[src/rtl/shift_pkg.sv]
// Shared definitions for the shift arbiter slice: op encodings, FSM state
// encoding and default datapath widths.
package shift_pkg;

  localparam int WIDTH_DEF = 32;
  localparam int AMT_W_DEF = 32;

  localparam logic [1:0] SHIFT_OP_SLL = 2'b00;
  localparam logic [1:0] SHIFT_OP_SRL = 2'b01;
  localparam logic [1:0] SHIFT_OP_SRA = 2'b10;
  localparam logic [1:0] SHIFT_OP_ROR = 2'b11;

  typedef enum logic [1:0] {
    ST_IDLE = 2'd0,
    ST_EXEC = 2'd1,
    ST_DONE = 2'd2
  } state_t;

endpackage

[src/rtl/shift_arbiter_if.sv]
// Request/response bundle for the shift arbiter.
//   master : requesters + result consumer (drive valid/op/a/b, rsp_ready)
//   slave  : the arbiter (drives reqN_ready and the rsp_* slot)
interface shift_arbiter_if #(
  parameter int WIDTH = 32,
  parameter int AMT_W = 32
);
  logic             req0_valid, req0_ready;
  logic [1:0]       req0_op;
  logic [WIDTH-1:0] req0_a;
  logic [AMT_W-1:0] req0_b;
  logic             req1_valid, req1_ready;
  logic [1:0]       req1_op;
  logic [WIDTH-1:0] req1_a;
  logic [AMT_W-1:0] req1_b;
  logic             rsp_valid, rsp_ready, rsp_id;
  logic [WIDTH-1:0] rsp_data;

  modport master (
    output req0_valid, req0_op, req0_a, req0_b,
    output req1_valid, req1_op, req1_a, req1_b,
    output rsp_ready,
    input  req0_ready, req1_ready, rsp_valid, rsp_id, rsp_data
  );

  modport slave (
    input  req0_valid, req0_op, req0_a, req0_b,
    input  req1_valid, req1_op, req1_a, req1_b,
    input  rsp_ready,
    output req0_ready, req1_ready, rsp_valid, rsp_id, rsp_data
  );
endinterface

[src/rtl/shift_core.sv]
// Combinational 32-bit shifter: SLL / SRL / SRA, plus ROR when
// SHIFT_ARBITER_ROTATE_EN is defined (op=11 yields 0 otherwise).
// The full amount b is honoured: any b >= WIDTH saturates instead of
// wrapping on its low bits.
//   op     : operation select
//   a      : value to shift
//   b      : unsigned shift amount
//   result : shifted value
module shift_core import shift_pkg::*; #(
  parameter int WIDTH = WIDTH_DEF,
  parameter int AMT_W = AMT_W_DEF
) (
  input  logic [1:0]       op,
  input  logic [WIDTH-1:0] a,
  input  logic [AMT_W-1:0] b,
  output logic [WIDTH-1:0] result
);
  localparam int SH_W = $clog2(WIDTH);

  logic                    in_range;
  logic [SH_W-1:0]         sh;
  logic signed [WIDTH-1:0] sra_v;

  assign in_range = (b < AMT_W'(WIDTH));
  assign sh       = b[SH_W-1:0];
  // Kept in its own signed net so the arithmetic shift is not demoted to a
  // logical one by an unsigned ternary context.
  assign sra_v    = $signed(a) >>> sh;

`ifdef SHIFT_ARBITER_ROTATE_EN
  logic [AMT_W-1:0]   rot_amt;
  logic [2*WIDTH-1:0] rot_dbl;
  assign rot_amt = b % AMT_W'(WIDTH);
  assign rot_dbl = {a, a} >> rot_amt;
`endif

  always_comb begin
    result = '0;
    case (op)
      SHIFT_OP_SLL: result = in_range ? (a << sh) : '0;
      SHIFT_OP_SRL: result = in_range ? (a >> sh) : '0;
      SHIFT_OP_SRA: result = in_range ? sra_v : {WIDTH{a[WIDTH-1]}};
`ifdef SHIFT_ARBITER_ROTATE_EN
      SHIFT_OP_ROR: result = rot_dbl[WIDTH-1:0];
`else
      SHIFT_OP_ROR: result = '0;
`endif
      default:      result = '0;
    endcase
  end
endmodule

[src/rtl/shift_arbiter.sv]
// Two-requester round-robin front end for one shared shifter.
// One operation in flight: IDLE (grant) -> EXEC (compute) -> DONE (hold
// result until rsp_ready). Grant in cycle T gives rsp_valid in T+2.
// Optional macro SHIFT_ARBITER_ROTATE_EN enables op=11 rotate-right.
//   clk, rst : clock, async active-high reset
//   bus      : shift_arbiter_if slave (req0/req1 handshakes, rsp slot)
module shift_arbiter import shift_pkg::*; #(
  parameter int WIDTH = WIDTH_DEF,
  parameter int AMT_W = AMT_W_DEF
) (
  input  logic           clk,
  input  logic           rst,
  shift_arbiter_if.slave bus
);
  state_t           state, state_nxt;
  logic [1:0]       req_valid, grant;
  logic             last_grant, id_q, rsp_valid_q;
  logic [1:0]       op_q;
  logic [WIDTH-1:0] a_q, result, rsp_data_q;
  logic [AMT_W-1:0] b_q;

  assign req_valid = {bus.req1_valid, bus.req0_valid};

  // State register
  always_ff @(posedge clk or posedge rst) begin
    if (rst) state <= ST_IDLE;
    else     state <= state_nxt;
  end

  // Next state
  always_comb begin
    state_nxt = state;
    case (state)
      ST_IDLE: if (|grant)        state_nxt = ST_EXEC;
      ST_EXEC:                    state_nxt = ST_DONE;
      ST_DONE: if (bus.rsp_ready) state_nxt = ST_IDLE;
      default:                    state_nxt = ST_IDLE;
    endcase
  end

  // Outputs: grant is only offered in IDLE. Gated by rst so ready reads 0
  // while reset is held, even with a requester already valid.
  always_comb begin
    grant = 2'b00;
    if (state == ST_IDLE && !rst) begin
      case (req_valid)
        2'b01:   grant = 2'b01;
        2'b10:   grant = 2'b10;
        2'b11:   grant = last_grant ? 2'b01 : 2'b10;
        default: grant = 2'b00;
      endcase
    end
  end

  assign bus.req0_ready = grant[0];
  assign bus.req1_ready = grant[1];
  assign bus.rsp_valid  = rsp_valid_q;
  assign bus.rsp_id     = id_q;
  assign bus.rsp_data   = rsp_data_q;

  shift_core #(.WIDTH(WIDTH), .AMT_W(AMT_W)) u_core (
    .op     (op_q),
    .a      (a_q),
    .b      (b_q),
    .result (result)
  );

  // Operand capture and response slot. id_q doubles as rsp_id: it only
  // changes on a grant, which cannot happen while the slot is occupied.
  always_ff @(posedge clk or posedge rst) begin
    if (rst) begin
      op_q        <= '0;
      a_q         <= '0;
      b_q         <= '0;
      id_q        <= 1'b0;
      last_grant  <= 1'b1;
      rsp_valid_q <= 1'b0;
      rsp_data_q  <= '0;
    end else begin
      if (|grant) begin
        op_q       <= grant[1] ? bus.req1_op : bus.req0_op;
        a_q        <= grant[1] ? bus.req1_a  : bus.req0_a;
        b_q        <= grant[1] ? bus.req1_b  : bus.req0_b;
        id_q       <= grant[1];
        last_grant <= grant[1];
      end
      if (state == ST_EXEC) begin
        rsp_data_q  <= result;
        rsp_valid_q <= 1'b1;
      end else if (state == ST_DONE && bus.rsp_ready) begin
        rsp_valid_q <= 1'b0;
      end
    end
  end
endmodule

[src/flat_wrapper.sv]
// flat-port wrapper written by rule: the top's interface ports become plain ports
module shift_arbiter_flat import shift_pkg::*;
#(
  parameter int WIDTH = WIDTH_DEF,
  parameter int AMT_W = AMT_W_DEF
)
  (clk, rst, bus_req0_valid, bus_req0_op, bus_req0_a, bus_req0_b, bus_req1_valid, bus_req1_op, bus_req1_a, bus_req1_b, bus_rsp_ready, bus_req0_ready, bus_req1_ready, bus_rsp_valid, bus_rsp_id, bus_rsp_data);
  shift_arbiter_if #(.WIDTH(WIDTH), .AMT_W(AMT_W)) bus_i ();
  input  logic clk;
  input  logic rst;
  input wire logic [$bits(bus_i.req0_valid)-1:0] bus_req0_valid;
  input wire logic [$bits(bus_i.req0_op)-1:0] bus_req0_op;
  input wire logic [$bits(bus_i.req0_a)-1:0] bus_req0_a;
  input wire logic [$bits(bus_i.req0_b)-1:0] bus_req0_b;
  input wire logic [$bits(bus_i.req1_valid)-1:0] bus_req1_valid;
  input wire logic [$bits(bus_i.req1_op)-1:0] bus_req1_op;
  input wire logic [$bits(bus_i.req1_a)-1:0] bus_req1_a;
  input wire logic [$bits(bus_i.req1_b)-1:0] bus_req1_b;
  input wire logic [$bits(bus_i.rsp_ready)-1:0] bus_rsp_ready;
  output wire logic [$bits(bus_i.req0_ready)-1:0] bus_req0_ready;
  output wire logic [$bits(bus_i.req1_ready)-1:0] bus_req1_ready;
  output wire logic [$bits(bus_i.rsp_valid)-1:0] bus_rsp_valid;
  output wire logic [$bits(bus_i.rsp_id)-1:0] bus_rsp_id;
  output wire logic [$bits(bus_i.rsp_data)-1:0] bus_rsp_data;
  assign bus_i.req0_valid = bus_req0_valid;
  assign bus_i.req0_op = bus_req0_op;
  assign bus_i.req0_a = bus_req0_a;
  assign bus_i.req0_b = bus_req0_b;
  assign bus_i.req1_valid = bus_req1_valid;
  assign bus_i.req1_op = bus_req1_op;
  assign bus_i.req1_a = bus_req1_a;
  assign bus_i.req1_b = bus_req1_b;
  assign bus_i.rsp_ready = bus_rsp_ready;
  assign bus_req0_ready = bus_i.req0_ready;
  assign bus_req1_ready = bus_i.req1_ready;
  assign bus_rsp_valid = bus_i.rsp_valid;
  assign bus_rsp_id = bus_i.rsp_id;
  assign bus_rsp_data = bus_i.rsp_data;
  shift_arbiter #(.WIDTH(WIDTH), .AMT_W(AMT_W)) u_core (.clk(clk), .rst(rst), .bus(bus_i));
endmodule
[config.mk]
export PLATFORM = sky130hd
export DESIGN_NAME = shift_arbiter_flat
export DESIGN_NICKNAME = d
export VERILOG_FILES = /design/src/rtl/shift_pkg.sv /design/src/rtl/shift_arbiter_if.sv /design/src/rtl/shift_core.sv /design/src/rtl/shift_arbiter.sv /design/src/flat_wrapper.sv
export SDC_FILE = /design/constraint.sdc
export NUM_CORES = 1
export LEC_CHECK = 0
export ABC_CLOCK_PERIOD_IN_PS = 3150
export CAP_MARGIN = 30
export CORE_MARGIN = 1
export CORE_UTILIZATION = 49
export DETAILED_ROUTE_END_ITERATION = 6
export GPL_TIMING_DRIVEN = 1
export PLACE_DENSITY = 0.74
export SKIP_LAST_GASP = 1
export SLEW_MARGIN = 20
export SYNTH_ARGS = -nofsm -noshare
export SYNTH_HDL_FRONTEND = slang
export SYNTH_HIERARCHICAL = 1
export SYNTH_SLANG_ARGS = --single-unit
export TNS_END_PERCENT = 30
[constraint.sdc]
create_clock -name clk -period 3.15 [get_ports clk]
set_input_delay 0.63 -clock clk [delete_from_list [all_inputs] [get_ports clk]]
set_output_delay 0.63 -clock clk [all_outputs]
set_load 0.02 [all_outputs]
==> results.cfg <==
[synth]
synth_cells = 1112
synth.distinct_cells = 76
yosysTopAreaCellShare_pct = 26.79
ys_seq_area_share_pct = 27.07
yosysMostFrequentCell = a21oi_1
synth-edff-count = 0
ys_seq_elements = 103
ys_warn_count = 6
synthArstFlopShare_pct = 100.0
syn_area_per_cell_sq_um = 8.568
mappedNetlistArea_sq_um = 9528
synthFlopType = dfrtp_1
ys_top_cells_by_count = a21oi_1 (103), dfrtp_1 (102), nand3_1 (95)
syn_nets = 1249
synth.top_cells.by_area = dfrtp_1 (27%), mux4_2 (8.5%), mux2i_1 (7.5%)
synth_largest_area_cell = dfrtp_1

[global_route]
grt_usage_pct = 38.56
grt_max_degree = 134
grt_pass1_vias = 9870
grt_overflow = 0
grt_pass1_wl_um = 58480
antenna_found_initial = 0

[min_path]
hp-class = reg2reg

[timing]
timing.final.crit_share_pct = 92.22
totalNegativeSetupSlack_ns = 0
slew_headroom_pct = 33.90
final-hold-violation-count = 0
report.final.slew_viol_count = 0
clock_skew_ns = 0.01527
setup_violations = 0
period_minus_slack_ns = 2.905
fmax_ghz = 0.3442
whs_ns = 0.4955
rsz0062_at_grt = no
worstMarginPinSlew_ns = 0.9839

[route]
num_vias = 10400
wl_per_cell_um = 25.04
ant_nets = 0
dr.pass1.iters = 5
vias_per_cell = 6.837
routed_wl_um = 38080
drc = 0
drt_iter0_markers = 1033

[power_and_ir_drop]
cellPowerDensity_nw_per_um2 = 1040
ir_drop_mv = 0.6309
power_frac_clock_pct = 10.0
internal-power_mw = 6.090
p_seq_share_pct = 21.6
combPwrFrac_pct = 68.4
leakagePower_nw = 4.639
p_sw_share_pct = 51.31
p_sw_mw = 6.417
total_power_mw = 12.51

[critical_path]
critPathMostFrequentCell = clkdlybuf4s50_1
worstPathMaxFanout = 3
end_kind = primary output
cpLargestDelayFamily = buffers and inverters
critPathRequiredTime_ns = 2.52
startpoint_type = input port
slowest_delay_ns = 0.64
worstPathCellList = clkdlybuf4s50_1 -> or3_4 -> nor2_1 -> clkdlybuf4s50_1
cp_num_buf_inv = 2
crit_type = in2out
critPathSlowestCell = clkdlybuf4s50_1
arrival_ns = 2.28

[cells_and_area]
final_layout_size_suffix_gt1_share_pct = 16.97
syn_to_final_growth_pct = 26.26
antenna_cells = 0
num-fill-cells = 1639
final_nets = 1393

[clock_network]
post_cts_buffers = 0
clkSinkCount = 103
root_buffer = clkbuf_16
cts.hold.buffers_added = 0
tritoncts = yes
cts_max_level = 3
clk_path_buf_depth = 2
clkTransAtPathRegs_ns = 0.08
cts_resized = 0
clkLatencyLatePin_ns = 0.37
cts-buffers-inserted = 9

[floorplan]
start_util_pct = 50.43
die_h_um = 141.4
ios = 173
core_area_sq_um = 18890
dieArea_sq_um = 20010
rows = 50
die_x_um = 141.4

[flow_run]
cap_violations = 0

[status]
status = complete, no violations

[placed_design]
port_buffers = 172
gp_congestion = 1.116
hpwlAfterDp_um = 28390
==> final timing paths <==
| path | end | cells after the start | slack, ns | start |
|---|---|---|---|---|
| worst max-delay path | bus_req1_ready | 4 | 0.24 | rst |
| worst min-delay path | u_core/bus.rsp_id$_DFFE_PP0P_ | 1 | 0.50 | u_core/bus.rsp_id$_DFFE_PP0P_ |
| worst max register to register | u_core/bus.rsp_data[8]$_DFFE_PP0P_ | 9 | 0.26 | u_core/b_q[1]$_DFFE_PP0P_ |
| worst min register to register | u_core/bus.rsp_id$_DFFE_PP0P_ | 1 | 0.50 | u_core/bus.rsp_id$_DFFE_PP0P_ |
| max in group asynchronous | u_core/a_q[2]$_DFFE_PP0P_ | 4 | 1.85 | rst |
| min in group asynchronous | u_core/a_q[30]$_DFFE_PP0P_ | 3 | 0.70 | rst |
==> flip-flops by register name (all words and copies together), names as in the netlist <==
signal,cells
u_core/a_q,32
u_core/last_grant,1
u_core/bus.rsp_data,32
u_core/bus.rsp_id,1
u_core/state,2
u_core/op_q,2
u_core/bus.rsp_valid,1
u_core/b_q,32
==> power by group through the flow <==
stage | logic (mW) | registers [mW] | clock network [mW]
finish | 8.55 | 2.70 | 1.26
floorplan | 5.44 | 2.44 | 0
global route | 8.94 | 2.77 | 1.31
CTS | 8.25 | 2.67 | 1.27
global placement | 8.17 | 2.67 | 0
detailed placement | 8.23 | 2.70 | 0
==> cells in the final DEF, fill, tap and decap left out, drive strengths merged, types with 4 or more instances in the layout <==
cell type      synthesis  layout
clkdlybuf4s50          0     172
o21ai                106     106
a21oi                103     103
dfrtp                102     102
nand3                 95      95
buf                   63      84
a31oi                 81      81
mux2                  77      77
mux2i                 71      71
nand2                 67      67
nor2                  66      66
mux4                  36      36
nor3                  17      17
o211ai                14      14
a211oi                11      11
inv                    8      10
clkbuf                60       9
o221ai                 9       9
nor4                   8       8
nor2b                  7       7
or2                    7       7
and3                   6       6
nand2b                 5       5
a21o                   5       5
a211o                  5       5
o22ai                  5       5
a22oi                  5       5
a311o                  4       4
a2111oi                4       4
o31ai                  4       4
or3                    4       4
and2                   4       4
==> cells by family (layout without fill, tap and decap cells) <==
group	Yosys count	in the layout	synth area share [%]
AOI/OAI and AO/OA	395	395	25.53
and+or+nand+nor	297	297	14.97
muxes	184	184	25.42
buffers and inverters	132	281	6.921
DFF	103	103	27.07
xor gates and xnor gates	1	1	0.09194
==> layout make-up <==
type | instances | area [sq um] | share of cell area, %
Sequential cell | 103 | 2586 | 21.50
Tap cell | 260 | 325.3 | 2.704
Clock inverter | 7 | 90.09 | 0.7488
Timing Repair Buffer | 256 | 2465 | 20.49
Inverter | 9 | 37.54 | 0.3120
Multi-Input combinational cell | 877 | 6301 | 52.38
Clock buffer | 9 | 225.2 | 1.872
==> per-stage QoR <==
step	worst slack (ns)	utilization (%)	std cells	cell area, sq um
global route	0.1552	63.68	1521	12030
global placement	0.2609	62.01	1505	11720
floorplan	0.7213	-	1112	9532
CTS	0.2373	63.68	1521	12030
detailed placement	0.2482	62.01	1505	11720
finish	0.2450	63.68	1521	12030
==> worst reg2reg max path, stage by stage, from the launching register on <==
cell and delay [ns]:
dfrtp_4 0.52, buf_12 0.19, buf_4 0.17, mux2_2 0.36, mux2i_1 0.30, mux2i_1 0.17
mux4_2 0.51, o21ai_1 0.18, o21ai_1 0.09, mux2_2 0.27
==> metal layers <==
layer	global-route usage [%]	part of all wire [%]
met4	17.88	4.9
met2	60.16	45
met1	51.01	40
met3	8.707	11
met5	0	0
(Power assumes the default switching activity.)
